==> config.mk <==
export PLATFORM = sky130hd
export DESIGN_NAME = inst_fetch_unit
export DESIGN_NICKNAME = d
export VERILOG_FILES = /design/src/rtl/cpu_pkg.sv /design/src/rtl/fetch_inst_slot.sv /design/src/rtl/inst_fetch_unit.sv
export SDC_FILE = /design/constraint.sdc
export NUM_CORES = 1
export LEC_CHECK = 0
export ABC_AREA = 1
export CAP_MARGIN = 20
export CORE_ASPECT_RATIO = 0.75
export CORE_MARGIN = 2
export CORE_UTILIZATION = 50
export DETAILED_ROUTE_END_ITERATION = 7
export GPL_ROUTABILITY_DRIVEN = 0
export GPL_TIMING_DRIVEN = 0
export PLACE_DENSITY = 0.86
export SLEW_MARGIN = 25
export SYNTH_ARGS = -nofsm -noshare
export SYNTH_HDL_FRONTEND = slang
export SYNTH_SLANG_ARGS = --single-unit
==> constraint.sdc <==
create_clock -name clk -period 2.4 [get_ports clk]
set_input_delay 0.24 -clock clk [delete_from_list [all_inputs] [get_ports clk]]
set_output_delay 0.24 -clock clk [all_outputs]
set_load 0.005 [all_outputs]
==> src/rtl/cpu_pkg.sv <==
// Shared fetch-side types and widths for the 16-bit instruction fetch path.
package cpu_pkg;

  localparam int INST_WIDTH     = 16;
  localparam int MEM_DATA_WIDTH = 8;

  typedef enum logic [1:0] {
    IDLE     = 2'd0,
    FETCH_HI = 2'd1,
    FETCH_LO = 2'd2,
    HOLD     = 2'd3
  } fetch_state_t;

  // Even-address byte is the high half of the instruction word.
  function automatic logic [INST_WIDTH-1:0] pack_inst(
    input logic [MEM_DATA_WIDTH-1:0] hi,
    input logic [MEM_DATA_WIDTH-1:0] lo
  );
    return {hi, lo};
  endfunction

endpackage

==> src/rtl/fetch_inst_slot.sv <==
// One instruction holding register: {inst, pc, valid}, load wins over clear.
module fetch_inst_slot
  import cpu_pkg::*;
#(
  parameter int ADDR_WIDTH = 16
) (
  input  logic                  clk,
  input  logic                  rst,
  input  logic                  load,
  input  logic                  clear,
  input  logic [INST_WIDTH-1:0] inst_in,
  input  logic [ADDR_WIDTH-1:0] pc_in,
  output logic [INST_WIDTH-1:0] inst,
  output logic [ADDR_WIDTH-1:0] pc,
  output logic                  valid
);

  always_ff @(posedge clk or posedge rst) begin
    if (rst) begin
      inst  <= '0;
      pc    <= '0;
      valid <= 1'b0;
    end else if (load) begin
      inst  <= inst_in;
      pc    <= pc_in;
      valid <= 1'b1;
    end else if (clear) begin
      valid <= 1'b0;
    end
  end

endmodule

==> src/rtl/inst_fetch_unit.sv <==
// Two-beat byte fetch of 16-bit instructions with PC ownership and jump redirect.
// Optional PREFETCH_BUF_EN adds a second slot so fetching continues while the decoder stalls.
module inst_fetch_unit
  import cpu_pkg::*;
#(
  parameter int                    ADDR_WIDTH = 16,
  parameter logic [ADDR_WIDTH-1:0] RESET_PC   = '0
) (
  input  logic                      clk,
  input  logic                      rst,
  output logic                      mem_req_out,
  output logic [ADDR_WIDTH-1:0]     mem_addr_out,
  input  logic                      mem_ack_in,
  input  logic [MEM_DATA_WIDTH-1:0] mem_data_in,
  output logic [INST_WIDTH-1:0]     inst_out,
  output logic                      inst_valid_out,
  input  logic                      inst_ready_in,
  output logic [ADDR_WIDTH-1:0]     pc_out,
  input  logic                      jump_en_in,
  input  logic [ADDR_WIDTH-1:0]     jump_addr_in,
  input  logic                      halt_in
);

  localparam logic [ADDR_WIDTH-1:0] LSB_ONE  = {{(ADDR_WIDTH-1){1'b0}}, 1'b1};
  localparam logic [ADDR_WIDTH-1:0] PC_STEP  = {{(ADDR_WIDTH-2){1'b0}}, 2'b10};
  localparam logic [ADDR_WIDTH-1:0] START_PC = RESET_PC & ~LSB_ONE;

  fetch_state_t                state_r;
  logic                        kill_r;
  logic                        req_r;
  logic [ADDR_WIDTH-1:0]       addr_r;
  logic [ADDR_WIDTH-1:0]       pc_r;
  logic [MEM_DATA_WIDTH-1:0]   hi_r;

  logic                        beat_done_s;
  logic                        lo_done_s;
  logic                        accept_s;
  logic                        go_s;
  logic                        full_next_s;
  logic [ADDR_WIDTH-1:0]       jump_target_s;
  logic [INST_WIDTH-1:0]       new_inst_s;

  logic                        out_load_s;
  logic                        out_clear_s;
  logic [INST_WIDTH-1:0]       out_inst_in_s;
  logic [ADDR_WIDTH-1:0]       out_pc_in_s;
  logic                        out_valid_s;
  logic [INST_WIDTH-1:0]       out_inst_s;
  logic [ADDR_WIDTH-1:0]       out_pc_s;

  assign beat_done_s   = req_r & mem_ack_in;
  // A completed low beat only delivers when it was neither killed nor overtaken by a jump.
  assign lo_done_s     = beat_done_s & (state_r == FETCH_LO) & ~kill_r & ~jump_en_in;
  assign accept_s      = out_valid_s & inst_ready_in;
  assign jump_target_s = jump_addr_in & ~LSB_ONE;
  assign new_inst_s    = pack_inst(hi_r, mem_data_in);
  assign go_s          = ~halt_in & ~full_next_s;

`ifdef PREFETCH_BUF_EN
  logic                  slot_valid_s;
  logic [INST_WIDTH-1:0] slot_inst_s;
  logic [ADDR_WIDTH-1:0] slot_pc_s;
  logic                  slot_load_s;
  logic                  slot_clear_s;
  logic                  slot_to_out_s;
  logic                  new_to_out_s;

  // Route a fresh instruction to inst_out or the prefetch slot; shift the slot forward on accept.
  always_comb begin
    slot_to_out_s = accept_s & slot_valid_s & ~jump_en_in;
    new_to_out_s  = lo_done_s & (~out_valid_s | (accept_s & ~slot_valid_s));
    out_load_s    = slot_to_out_s | new_to_out_s;
    out_clear_s   = jump_en_in | accept_s;
    if (slot_to_out_s) begin
      out_inst_in_s = slot_inst_s;
      out_pc_in_s   = slot_pc_s;
    end else begin
      out_inst_in_s = new_inst_s;
      out_pc_in_s   = pc_r;
    end
    slot_load_s   = lo_done_s & ~new_to_out_s;
    slot_clear_s  = jump_en_in | slot_to_out_s;
    full_next_s   = (out_load_s | (out_valid_s & ~out_clear_s)) &
                    (slot_load_s | (slot_valid_s & ~slot_clear_s));
  end

  fetch_inst_slot #(
    .ADDR_WIDTH (ADDR_WIDTH)
  ) u_prefetch_slot (
    .clk     (clk),
    .rst     (rst),
    .load    (slot_load_s),
    .clear   (slot_clear_s),
    .inst_in (new_inst_s),
    .pc_in   (pc_r),
    .inst    (slot_inst_s),
    .pc      (slot_pc_s),
    .valid   (slot_valid_s)
  );
`else
  // Single slot: a delivered instruction blocks further fetching until it is accepted.
  always_comb begin
    out_load_s    = lo_done_s;
    out_clear_s   = jump_en_in | accept_s;
    out_inst_in_s = new_inst_s;
    out_pc_in_s   = pc_r;
    full_next_s   = out_load_s | (out_valid_s & ~out_clear_s);
  end
`endif

  fetch_inst_slot #(
    .ADDR_WIDTH (ADDR_WIDTH)
  ) u_out_slot (
    .clk     (clk),
    .rst     (rst),
    .load    (out_load_s),
    .clear   (out_clear_s),
    .inst_in (out_inst_in_s),
    .pc_in   (out_pc_in_s),
    .inst    (out_inst_s),
    .pc      (out_pc_s),
    .valid   (out_valid_s)
  );

  // Fetch FSM. A jump with a beat in flight keeps req/addr stable and only arms the kill flag.
  always_ff @(posedge clk or posedge rst) begin
    if (rst) begin
      state_r <= IDLE;
      kill_r  <= 1'b0;
      req_r   <= 1'b0;
      addr_r  <= START_PC;
      pc_r    <= START_PC;
      hi_r    <= '0;
    end else if (jump_en_in) begin
      pc_r <= jump_target_s;
      if (req_r && !mem_ack_in) begin
        kill_r <= 1'b1;
      end else begin
        kill_r  <= 1'b0;
        state_r <= go_s ? FETCH_HI : IDLE;
        req_r   <= go_s;
        addr_r  <= jump_target_s;
      end
    end else if (kill_r) begin
      if (beat_done_s) begin
        kill_r  <= 1'b0;
        state_r <= go_s ? FETCH_HI : IDLE;
        req_r   <= go_s;
        addr_r  <= pc_r;
      end
    end else begin
      case (state_r)
        IDLE: begin
          if (go_s) begin
            state_r <= FETCH_HI;
            req_r   <= 1'b1;
            addr_r  <= pc_r;
          end
        end
        FETCH_HI: begin
          if (beat_done_s) begin
            hi_r    <= mem_data_in;
            addr_r  <= pc_r | LSB_ONE;
            state_r <= FETCH_LO;
          end
        end
        FETCH_LO: begin
          if (beat_done_s) begin
            pc_r <= pc_r + PC_STEP;
            if (go_s) begin
              state_r <= FETCH_HI;
              req_r   <= 1'b1;
              addr_r  <= pc_r + PC_STEP;
            end else begin
              req_r   <= 1'b0;
              state_r <= full_next_s ? HOLD : IDLE;
            end
          end
        end
        HOLD: begin
          if (go_s) begin
            state_r <= FETCH_HI;
            req_r   <= 1'b1;
            addr_r  <= pc_r;
          end else if (!full_next_s) begin
            state_r <= IDLE;
          end
        end
        default: begin
          state_r <= IDLE;
          req_r   <= 1'b0;
        end
      endcase
    end
  end

  assign mem_req_out    = req_r;
  assign mem_addr_out   = addr_r;
  assign inst_out       = out_inst_s;
  assign pc_out         = out_pc_s;
  assign inst_valid_out = out_valid_s;

endmodule

Word-level counts from Yosys, hierarchy flattened
Index checks and enable logic that the tools add are counted.
{ "totals": {"register_bits": 77, "output_inout_bits": 50} }
{ "classes": {"n_bitwise": 14, "n_mux": 40, "n_eq_ne": 12, "n_addsub": 1, "n_reduce_logical": 13} }
{ "op_table": {"columns": ["op", "count"], "rows": [
  ["16-bit 2-to-1 mux", 12],
  ["16-bit one-hot mux with 3 select lines", 1],
  ["2-bit 2-to-1 mux", 11],
  ["16-bit by 2-bit adder with 16-bit output, second input constant", 1],
  ["1-bit 2-to-1 mux", 14],
  ["6-bit AND reduction", 2],
  ["4-bit inequality test, second input constant", 2],
  ["2-bit one-hot mux with 4 select lines", 1],
  ["1-bit bitwise AND", 7],
  ["3-bit inequality test, second input constant", 2],
  ["2-bit nonzero test", 3],
  ["5-bit inequality test, second input constant", 1],
  ["1-bit inverter", 5],
  ["5-bit AND reduction", 1],
  ["2-bit equality test, second input constant", 2],
  ["2-bit inequality test, second input constant", 2],
  ["4-bit by 1-bit inequality test with 1-bit output, second input constant", 1],
  ["4-bit AND reduction", 1],
  ["4-bit nonzero test", 1],
  ["3-bit by 2-bit inequality test with 1-bit output, second input constant", 1],
  ["3-bit AND reduction", 1],
  ["2-bit by 1-bit equality test with 1-bit output, second input constant", 1],
  ["2-bit logical NOT", 1],
  ["1-bit OR", 2],
  ["4 further kinds", 4]
]} }

Depth between registers and ports, before layout
Gate-level depths: netlist of the first run.
{ "logic_depth": {"depth_word": 12, "ltp_mapped": 12, "depth_no_buf": 12} }

By module
From an unflattened synthesis of the first run, not the netlist that was laid out.
{ "hier_totals": {"cells_unflattened": 487, "hier_area_um2": 3913.8} }
{ "modules_own_cells": {"columns": ["module", "area_per_inst_um2", "n_inst", "cells_each"], "rows": [
  ["inst_fetch_unit", 2583.7, 1, 346],
  ["fetch_inst_slot", 1330.0, 1, 141]
]} }

Least setup slack after synthesis of the first run
Ideal clock, no wire load.
{ "synth_timing": {"kind": "register -> register", "start": "register state_r[0]", "end": "register addr_r[7] (netlist: mem_addr_out[7])", "setup_time_ns": 0.121, "synth_period_minus_slack_ns": 1.701, "path_buffers": 1, "t_required_ns": 2.279, "stages_incl_launch_ff": 11, "arrival_ns": 1.580, "setup_slack_ns": 0.699, "cell_sequence": "dfrtp_1 inv_1 ha_1 nand2_1 o22ai_2 nand2_4 nand2_8 inv_6 buf_12 nor2_4 a21oi_2"} }
{ "synth_via": {"elab_chain_len": 9} }
{ "synth_rtl": {"columns": ["element", "line", "source"], "rows": [
  ["from (decl)", "inst_fetch_unit.sv:28", "fetch_state_t state_r;"],
  ["from (signal assigned)", "inst_fetch_unit.sv:140", "state_r <= go_s ? FETCH_HI : IDLE;"],
  ["from (signal assigned)", "inst_fetch_unit.sv:147", "state_r <= go_s ? FETCH_HI : IDLE;"],
  ["from (signal assigned)", "inst_fetch_unit.sv:176", "state_r <= full_next_s ? HOLD : IDLE;"],
  ["2-bit equality test", "inst_fetch_unit.sv:53, inst_fetch_unit.sv:152", null],
  ["1-bit bitwise AND (3 in a row)", "inst_fetch_unit.sv:53", "assign lo_done_s = beat_done_s & (state_r == FETCH_LO) & ~kill_r & ~jump_en_in;"],
  ["1-bit OR", "inst_fetch_unit.sv:107", "full_next_s = out_load_s | (out_valid_s & ~out_clear_s);"],
  ["1-bit inverter", "inst_fetch_unit.sv:57", "assign go_s = ~halt_in & ~full_next_s;"],
  ["1-bit bitwise AND", "inst_fetch_unit.sv:57", null],
  ["4-bit inequality test (no source line) / 4-bit by 1-bit inequality test with 1-bit output (equally long branches)", null, null],
  ["6-bit AND reduction (no source line)", null, null],
  ["to (signal assigned)", "inst_fetch_unit.sv:142", "addr_r <= jump_target_s;"],
  ["to (signal assigned)", "inst_fetch_unit.sv:149", "addr_r <= pc_r;"],
  ["to (signal assigned)", "inst_fetch_unit.sv:157", "addr_r <= pc_r;"],
  ["to (decl)", "inst_fetch_unit.sv:31", "logic [ADDR_WIDTH-1:0] addr_r;"]
]} }
Several ways; a longest one is shown, not always the timed one.
A chain may end at the register's enable or synchronous reset.

Worst setup path after layout of the first run
{ "layout_timing": {"start": "register state_r[0]", "end": "register pc_r[4] (netlist: out_pc_in_s[4])"} }
{ "layout_via": {"elab_chain_len": 3} }
{ "layout_rtl": {"columns": ["element", "line", "source"], "rows": [
  ["2-bit equality test", "inst_fetch_unit.sv:152", "case (state_r)"],
  ["2-bit nonzero test (no source line)", null, null],
  ["3-bit AND reduction (no source line)", null, null],
  ["to (signal assigned)", "inst_fetch_unit.sv:135", "pc_r <= jump_target_s;"],
  ["to (signal assigned)", "inst_fetch_unit.sv:169", "pc_r <= pc_r + PC_STEP;"],
  ["to (decl)", "inst_fetch_unit.sv:32", "logic [ADDR_WIDTH-1:0] pc_r;"]
]} }
Every way passes these cells.

==> metrics, run 1 <==
outcome complete, no violations; Nets slightly above 600; P per Cell Area 1120 nW/um^2; Worst path slowest cell dfrtp_1; Finished Layout Cells approximately 690; Inst Count DP 670; drt wl/cell approximately 15 um; Final Hold Fails 0; Worst slew margin 0.581; post-CTS setup buffer count 0; syn avg cell area 7.93 sq um; Worst Skew 0.0116 ns; Final Util 0.670; crit-path cells inv_1 > ha_1 > nand2_1 > o21ai_2 > buf_2 > nor2_1 > a31oi_1; post-route clock period utilization 0.837; Multi-input gate area 1720 sq um; CP top delay family flip-flops; Final Max Tran Viols 0; 1st-iter DRT viols approximately 350; total track usage 0.253; internal power 0.00339 W; post-synth top area cell dfrtp_1; leakage 2.41 nW; PortBufs 76; DP HPWL 7590 um; # IOs 80; Worst EP arrival 2.29 ns; Final Instance Area between 5000 and 6000 sq um; WP buf/inv 2; # resized after CTS 0; final worst slack 0.390 ns; switching power share of the total 0.397; # fillers 605; TritonCTS clock tree built; crit-path max cell delay 0.44 ns; Cell Area, Placed 4810 sq um; # rows 27; GR Overflow Total 0; slew at the pin with the worst max-slew slack between 0.6 and 0.7 ns; Final min period 2.01 ns; achievable frequency 0.498 GHz; Post-CTS Hold Fix Bufs 0; fraction of layout cells with a size suffix above 1 0.0889; Initial Utilization 0.523; Worst Setup Start Kind flop; cells after synthesis 492; Hold Path Sink mem_addr_out[13]$_DFFE_PP0P_; worst reg2reg startpoint state_r[0]$_DFFE_PP0P_; top cell type's share of synthesized area 0.481; cells taking the most area after synthesis dfrtp_1, nand2_1, o21ai_0; Register Area 1880 sq um; Design Power 0.00562 W; switching power 0.00223 W; Routed Antenna Nets 0; syn nets 528; MaxCap Viol Count 0; Root Buffer clkbuf_8; post-synthesis sequential area ratio 0.481; DRT Pass-1 Iters 6; clk_lat worst skew 0.37 ns; vias in the first global route 3376; largest net degree at the start of global routing 47; library cells used by synthesis 39; Logic pwr share 0.453; crit path kind flop to flop; unrepaired setup endpoints after global routing false; DRT Wirelength 10300 um; Worst Hold Launch jump_en_in; clk buf depth 2; htree depth 3; core area 7470 sq um; area delta synth->final 28.2%; Clk pwr share 0.171; first-pass GRT wire length 16500 um; Die ar. 8530 sq um; Hold WC Path Type input port to flop; Post-Syn Area 3900 sq um; setup violators final 0; die height 80.5 um; top fanout value on the critical path 10; Vias/cell 5.38; clock transition at the registers of the reported paths approximately 0.09 ns; YS warnings 0; Yosys reg bits between 70 and 80; cts bufs inserted 9; Remaining DRCs 0; Die X approximately 110 um; hold path depth 4; diode count 0; Max VDD drop 0.754 mV; Reg2Reg Setup Slack 0.39 ns; Setup crit end kind flop; initial antenna violation count 0; sequential share of power 0.376; Place WS 0.406 ns; Vias 3690; Worst Reg-to-Reg Cells 7; Sink Count 75; data required time at the worst endpoint roughly 2.7 ns; Worst R2R End out_pc_in_s[4]$_DFFE_PP0P_
[logic make-up after synthesis]
group | after synthesis | share of synthesized area
other cells | 1 | 0.000961
simple gates | 251 | 0.282
compound gates | 88 | 0.130
fa+ha+maj | 6 | 0.0192
xor+xnor | 4 | 0.00898
buf+inv | 67 | 0.0773
flops | 75 | 0.481
[Yosys cell counts]
master / instances
inv_6: 1
conb_1: 1
ha_1: 6
nand2_8: 1
nand3b_2: 1
buf_6: 2
nand2_1: 166
or2_1: 1
nor2_4: 4
clkbuf_1: 5
o31ai_1: 1
o21bai_1: 1
clkinv_1: 1
nor2_8: 1
nand2_4: 3
nand4_1: 5
o21ai_0: 51
xor2_1: 3
buf_12: 1
o221ai_1: 1
a31oi_1: 11
inv_2: 2
o22ai_1: 2
dfrtp_1: 75
a21oi_1: 8
o22ai_2: 1
xnor2_1: 1
buf_4: 1
inv_1: 46
nor3_1: 3
o21ai_2: 2
o211ai_1: 3
nand3_4: 1
buf_2: 8
nand3_1: 27
o211a_2: 1
o21ai_1: 2
nor2_1: 38
a21oi_2: 4
[through the flow]
step,hold WS [ns],TNS (ns)
floorplan,0.385,0
global placement,0.460,-69.48
detailed placement,0.459,0
CTS,0.212,0
global route,0.231,0
finish,0.220,0
[metal layers]
metal | vias to the layer above | global-route usage | wire [um]
met5 | - | 0 | 0
met4 | 0 | 0.107 | 217
met3 | 29 | 0.0649 | 875
met2 | 194 | 0.380 | 4480
met1 | 1694 | 0.351 | 4690
li1 | 1773 | - | -
[state kept, by name (all words and copies together) (netlist names)]
register / count
out_pc_in_s: 15
hi_r: 8
mem_req_out: 1
kill_r: 1
mem_addr_out: 16
u_out_slot.valid: 1
state_r: 2
u_out_slot.pc: 15
u_out_slot.inst: 16
[tightest hold or removal path: stages]
cell,delay [ns]
buf_6,0.12
nor2_8,0.06
nand2_1,0.08
a21oi_2,0.05
[how the worst max path moves through the flow]
stage,endpoint,cells past startpoint,startpoint
2_1_floorplan,hi_r[0]$_DFFE_PP0P_,1,rst
3_3_place_gp,mem_addr_out[13]$_DFFE_PP0P_,2,rst
3_5_place_dp,u_out_slot.pc[10]$_DFFE_PP0P_,7,mem_ack_in
4_1_cts,mem_addr_out[6]$_DFFE_PP0P_,10,state_r[0]$_DFFE_PP0P_
5_1_grt,out_pc_in_s[4]$_DFFE_PP0P_,7,state_r[0]$_DFFE_PP0P_
6_report,out_pc_in_s[4]$_DFFE_PP0P_,7,state_r[0]$_DFFE_PP0P_
[cell type report]
class	instances	share of cell area
Clock buffer	9	0.0248
Buffer	17	0.0218
Multi-Input combinational cell	350	0.344
Inverter	50	0.0390
Tap cell	101	0.0253
Clock inverter	7	0.0135
Sequential cell	75	0.375
Timing Repair Buffer	77	0.156
[power by group through the flow]
stage | sequential (W) | combinational [W] | clock (W)
after detailed placement | 0.00212 | 0.00252 | 0
after global routing | 0.00217 | 0.00282 | 0.00103
final | 0.00211 | 0.00255 | 0.000959
after CTS | 0.00210 | 0.00254 | 0.000970
after floorplan | 0.00210 | 0.00139 | 0
after global placement | 0.00210 | 0.00244 | 0
[layout by cell type (no fill, tap or decap), drive strengths merged]
cell and instances:
ha 6, nand4 5, nor3 3, a21oi 12, o211ai 3, o22ai 3
inv 54, nand3b 1, xnor2 1, nor2 43, buf 13, o21ai 55
o221ai 1, conb 1, clkbuf 14, nand2 170, o21bai 1, a31oi 11
o211a 1, o31ai 1, clkinv 2, clkdlybuf4s50 76, dfrtp 75, clkinvlp 1
or2 1, xor2 3, nand3 28
Note: power is estimated with default switching activity, not from simulation.
==> inputs of run 2 (changes only) <==
clock period = 2 ns   (was 2.4 ns; I/O delays follow)
==> run 2 against run 1 <==
  * Clock power grew 18%
  * Largest power group unchanged
  * Non-clock buffer count grew 1
  * Flip-flop and latch count is the same
  * Core utilization grew 0.59 points
  * Final cell count grew 0.15%
  * Setup slack lost 0.29 ns
  * Critical path type unchanged
  * Combinational power grew 22%
  * Maximum frequency grew 5.6%
  * Register-to-register slack lost 0.29 ns
  * Via count grew 0.76%
==> metrics, run 2 (same netlist as run 1, synthesis figures left out) <==
outcome complete, no violations; TritonCTS clock tree built; Worst EP arrival 2.15 ns; critical path launch point state_r[0]$_DFFE_PP0P_; diode count 0; clk buf depth 2; Worst path slowest cell dfrtp_1; cts bufs inserted 9; Place WS between 0.03 and 0.04 ns; CP most frequent cell nand2_1; Clk pwr share 0.167; setup violators final 0; fraction of layout cells with a size suffix above 1 0.0956; unrepaired setup endpoints after global routing true; DP HPWL 7840 um; 1st-iter DRT viols roughly 340; most common cell after layout, fill and taps aside nand2_1; Root Buffer clkbuf_8; Vias/cell ~5.4; first-pass GRT wire length 17400 um; Vias 3718; largest net degree at the start of global routing 35; hold slack 0.190 ns; clock transition at the registers of the reported paths approximately 0.090 ns; Worst Hold Launch jump_en_in; P per Cell Area roughly 1300 nW/um^2; crit path kind flop to flop; area delta synth->final 29.3%; core area 7470 sq um; crit-path max cell delay approximately 0.44 ns; slew at the pin with the worst max-slew slack 0.628 ns; commonest non-fill, non-tap cells in the layout nand2_1, clkdlybuf4s50_1, dfrtp_1; Nets 617; Sink Count 75; switching power 0.00268 W; total track usage 0.266; Logic pwr share 0.458; CP top delay family flip-flops; Setup crit end kind flop; Worst Skew 0.00842 ns; Die ar. 8530 sq um; vias in the first global route 3586; GR Overflow Total 0; Hold WC Path Type input port to flop; Worst slew margin 0.581; worst reg2reg startpoint state_r[0]$_DFFE_PP0P_; GRT busiest layer met2; sequential share of power 0.375; drt wl/cell 15.4 um; Final min period 1.90 ns; top fanout value on the critical path 10; Remaining DRCs 0; Initial Utilization 0.523; DRT Wirelength 10600 um; DRT Pass-1 Iters 7; PortBufs 76; WP buf/inv 3; Routed Antenna Nets 0; internal power 0.00408 W; switching power share of the total 0.397; Worst Setup Start Kind flop; # IOs 80; Final Hold Fails 0; achievable frequency between 0.5 and 0.6 GHz; post-route clock period utilization 0.952; # rows 27; Die X 106 um; met3 Track Usage GR 0.0942; data required time at the worst endpoint 2.25 ns; MaxCap Viol Count 0; met1 Use GR 0.353; Max VDD drop 0.882 mV; crit-path cells inv_1 > ha_2 > nand2_1 > o22ai_2 > nand2_4 > nand2_8 > inv_6 > buf_12 > o21ai_2 > nand2_1; Global Route met2 Usage 0.401; Final Max Tran Viols 0; leakage about 2.4 nW; clk_lat worst skew 0.36 ns; final worst slack 0.0967 ns; die height 80.5 um; initial antenna violation count 0; htree depth 3
run 2: power groups by stage:
stage	registers, W	clock network (W)	logic (W)
6_report	0.00254	0.00113	0.00310
5_1_grt	0.00261	0.00121	0.00342
4_1_cts	0.00252	0.00115	0.00307
3_5_place_dp	0.00255	0	0.00304
3_3_place_gp	0.00252	0	0.00292
2_1_floorplan	0.00252	0	0.00167
run 2: cell type report:
| type | count | area [sq um] |
|---|---|---|
| Clock inverter | 7 | 65.1 |
| Fill cell | 613 | 2420 |
| Timing Repair Buffer | 78 | 808 |
| Buffer | 17 | 111 |
| Multi-Input combinational cell | 350 | 1740 |
| Sequential cell | 75 | 1880 |
| Tap cell | 101 | 126 |
| Inverter | 50 | 196 |
| Clock buffer | 9 | 124 |
run 2: worst paths after layout:
check / to / slack, ns / cells after the start
min in group asynchronous: u_out_slot.inst[6]$_DFFE_PP0P_ / 0.22 / 2
min: mem_addr_out[15]$_DFFE_PP0P_ / 0.19 / 4
max reg2reg: mem_addr_out[6]$_DFFE_PP0P_ / 0.1 / 10
min reg2reg: u_out_slot.inst[8]$_DFFE_PP0P_ / 0.49 / 2
max in group asynchronous: out_pc_in_s[7]$_DFFE_PP0P_ / 1.26 / 3
max: mem_addr_out[6]$_DFFE_PP0P_ / 0.1 / 10
run 2: worst register-to-register path: cells and delay by family, from the launching register on:
family / cells / cell delay [ns]
flops: 1 / 0.44
simple gates: 4 / 0.44
buf+inv: 3 / 0.34
fa+ha+maj: 1 / 0.30
compound gates: 2 / 0.28
run 2: metal layers:
layer,vias up,routed length [um]
met1,1709,4410
li1,1772,-
met3,28,1150
met4,0,293
met2,209,4710
met5,-,0
run 2: through the flow:
stage | TNS (ns) | utilization | total power, W | cells | cell area, sq um
after floorplan | 0 | - | 0.00418 | 492 | 3910
after global placement | 0 | 0.642 | 0.00545 | 669 | 4790
after detailed placement | 0 | 0.648 | 0.00559 | 671 | 4840
after CTS | 0 | 0.674 | 0.00674 | 687 | 5030
after global routing | -0.00337 | 0.676 | 0.00724 | 687 | 5050
final | 0 | 0.676 | 0.00676 | 687 | 5050
run 2: repair_timing:
| action | CTS | global route |
|---|---|---|
| setup buffers | 0 | 0 |
| gates resized for setup | 0 | 5 |
| setup endpoints to repair | 0 | 38 |
| hold buffers | 0 | 0 |
==> RTL change: new RTL, flow settings as in run 2 <==
Re-encode `fetch_state_t` (4 states) as one-hot, 4 bits wide.
--- a/src/rtl/cpu_pkg.sv
+++ b/src/rtl/cpu_pkg.sv
@@ -6,7 +6,7 @@
 
-  typedef enum logic [1:0] {
-    IDLE     = 2'd0,
-    FETCH_HI = 2'd1,
-    FETCH_LO = 2'd2,
-    HOLD     = 2'd3
+  typedef enum logic [3:0] {
+    IDLE     = 4'b0001,
+    FETCH_HI = 4'b0010,
+    FETCH_LO = 4'b0100,
+    HOLD     = 4'b1000
   } fetch_state_t;
Check against the original RTL: same outputs for any inputs over 4 cycles, from zero or initial values and one cycle with rst high; so few cycles prove little.
==> RTL change against run 2 <==
- fmax rose by 3.8%
- final area rose by 2.9%
- wire length rose by 0.20%
- worst setup slack better by 70 ps
- hold slack better by 4.7 ps
- core utilization is 1.4 points lower
- combinational power is 17% lower
- area after synthesis rose by 2.9%
- sequential cell count is 2 higher
- total power is 8.8% lower
- clock power rose by 9%
==> RTL change: results (changes against run 2) <==
| Metric | Value |
|---|---|
| Total Routing Usage GR | `25.3% (-1.3 points)` |
| Initial DRC count | `406 (+18%)` |
| Post-synth net total | `533 (+0.95%)` |
| Post-Synth Adder-Cell Area | `0.312% (-1.6 points)` |
| First-pass GRT wire length | `17,100 µm (-1.9%)` |
| Worst-Margin Slew | `565 ps (-63.5 ps)` |
| Pin count of the biggest net entering global routing | `27 (-23%)` |
| Routed length on met3 | `969 µm (-16%)` |
| HP Class | `input port to asynchronous set/reset pin` |
| Post-Synth XOR/XNOR Area | `0.873% (-0.025 points)` |
| Pleak | `2.53 nW (+4.7%)` |
| Mux cell area share after synthesis | `2.53% (+2.5 points)` |
| Compound-Gate Fraction of Synth Area | `11.8% (-1.2 points)` |
| Post-synthesis sequential area ratio | `48.1% (-0.057 points)` |
| Post-synth cell types | `36 (-7.7%)` |
| Fin Clk Skew | `7.92 ps (-0.500 ps)` |
| WL met1 | `4580 µm (+4.0%)` |
| Final wirelength | `10,600 µm (+0.20%)` |
| DP HPWL | `7940 µm (+1.3%)` |
| Avg WL per Cell | `15.1 µm (-1.9%)` |
| VDD IR-drop max | `0.533 mV (-40%)` |
| Vias in the first global route | `3,581 (-0.14%)` |
| Detailed Routing Iterations Pass 1 | `6 (-1)` |
| Ranking of synthesized cells by area | `dfrtp_1, nand2_1, o21ai_0, inv_1, nor2_1` |
| Post-Place Worst Slack | `112 ps (+80.4 ps)` |
| Outcome | `completed` |
| Metal2 WL | `4850 µm (+3.0%)` |
| Fraction of layout cells with a size suffix above 1 | `12.1% (+2.5 points)` |
| Post-Place Cells | `686 (+2.2%)` |
==> RTL change: cells by family after synthesis <==
| kind of cell | Yosys count |
|---|---|
| flip-flops | 77 |
| multiplexers | 9 |
| adder cells (fa/ha/maj) | 1 |
| AND/OR/NAND/NOR | 252 |
| AO/OA/AOI/OAI | 86 |
| buffers and inverters | 72 |
| other | 1 |
| XOR/XNOR | 4 |
==> RTL change: final timing paths <==
| check | start | slack [ps] | end | cells past startpoint |
|---|---|---|---|---|
| max | state_r[0]$_DFFE_PP1P_ | 170 | mem_addr_out[7]$_DFFE_PP0P_ | 12 |
| min | rst | 190 | hi_r[5]$_DFFE_PP0P_ | 2 |
| max reg2reg | state_r[0]$_DFFE_PP1P_ | 170 | mem_addr_out[7]$_DFFE_PP0P_ | 12 |
| min reg2reg | mem_addr_out[8]$_DFFE_PP0P_ | 480 | mem_addr_out[8]$_DFFE_PP0P_ | 2 |
| max in group asynchronous | rst | 1160 | u_out_slot.inst[9]$_DFFE_PP0P_ | 4 |
| min in group clk | jump_en_in | 250 | kill_r$_DFF_PP0_ | 4 |
==> RTL change: critical path, stage by stage, from the launching register on <==
cell	delay, ps
dfstp_2	590
inv_1	60
nand2_2	90
nor2_4	50
buf_6	150
nand2_4	70
nand3_2	90
inv_2	90
nand2_2	70
nor2_4	200
buf_6	180
nand2_1	70
nand2_1	60
==> RTL change: area by class of cell <==
class	instances	area (µm²)
fill	634	2660
inverter	53	210
clock inverter	6	71.3
timing repair buffer	79	836
sequential	77	1930
clock buffer	10	138
buffer	19	140
tap	105	131
multi-input combinational	353	1740
==> RTL change: where the power goes <==
part | switching, mW | total (mW) | internal [mW]
clock network | 0.614 | 1.23 | 0.621
registers | 0.341 | 2.38 | 2.04
logic | 1.41 | 2.56 | 1.15
total | 2.37 | 6.17 | 3.80
==> RTL change: layer usage <==
layer	global-route usage, %	vias to the layer above
met5	0	-
li1	-	1787
met2	40.3	207
met1	34.7	1814
met3	5.87	20
met4	8.08	0
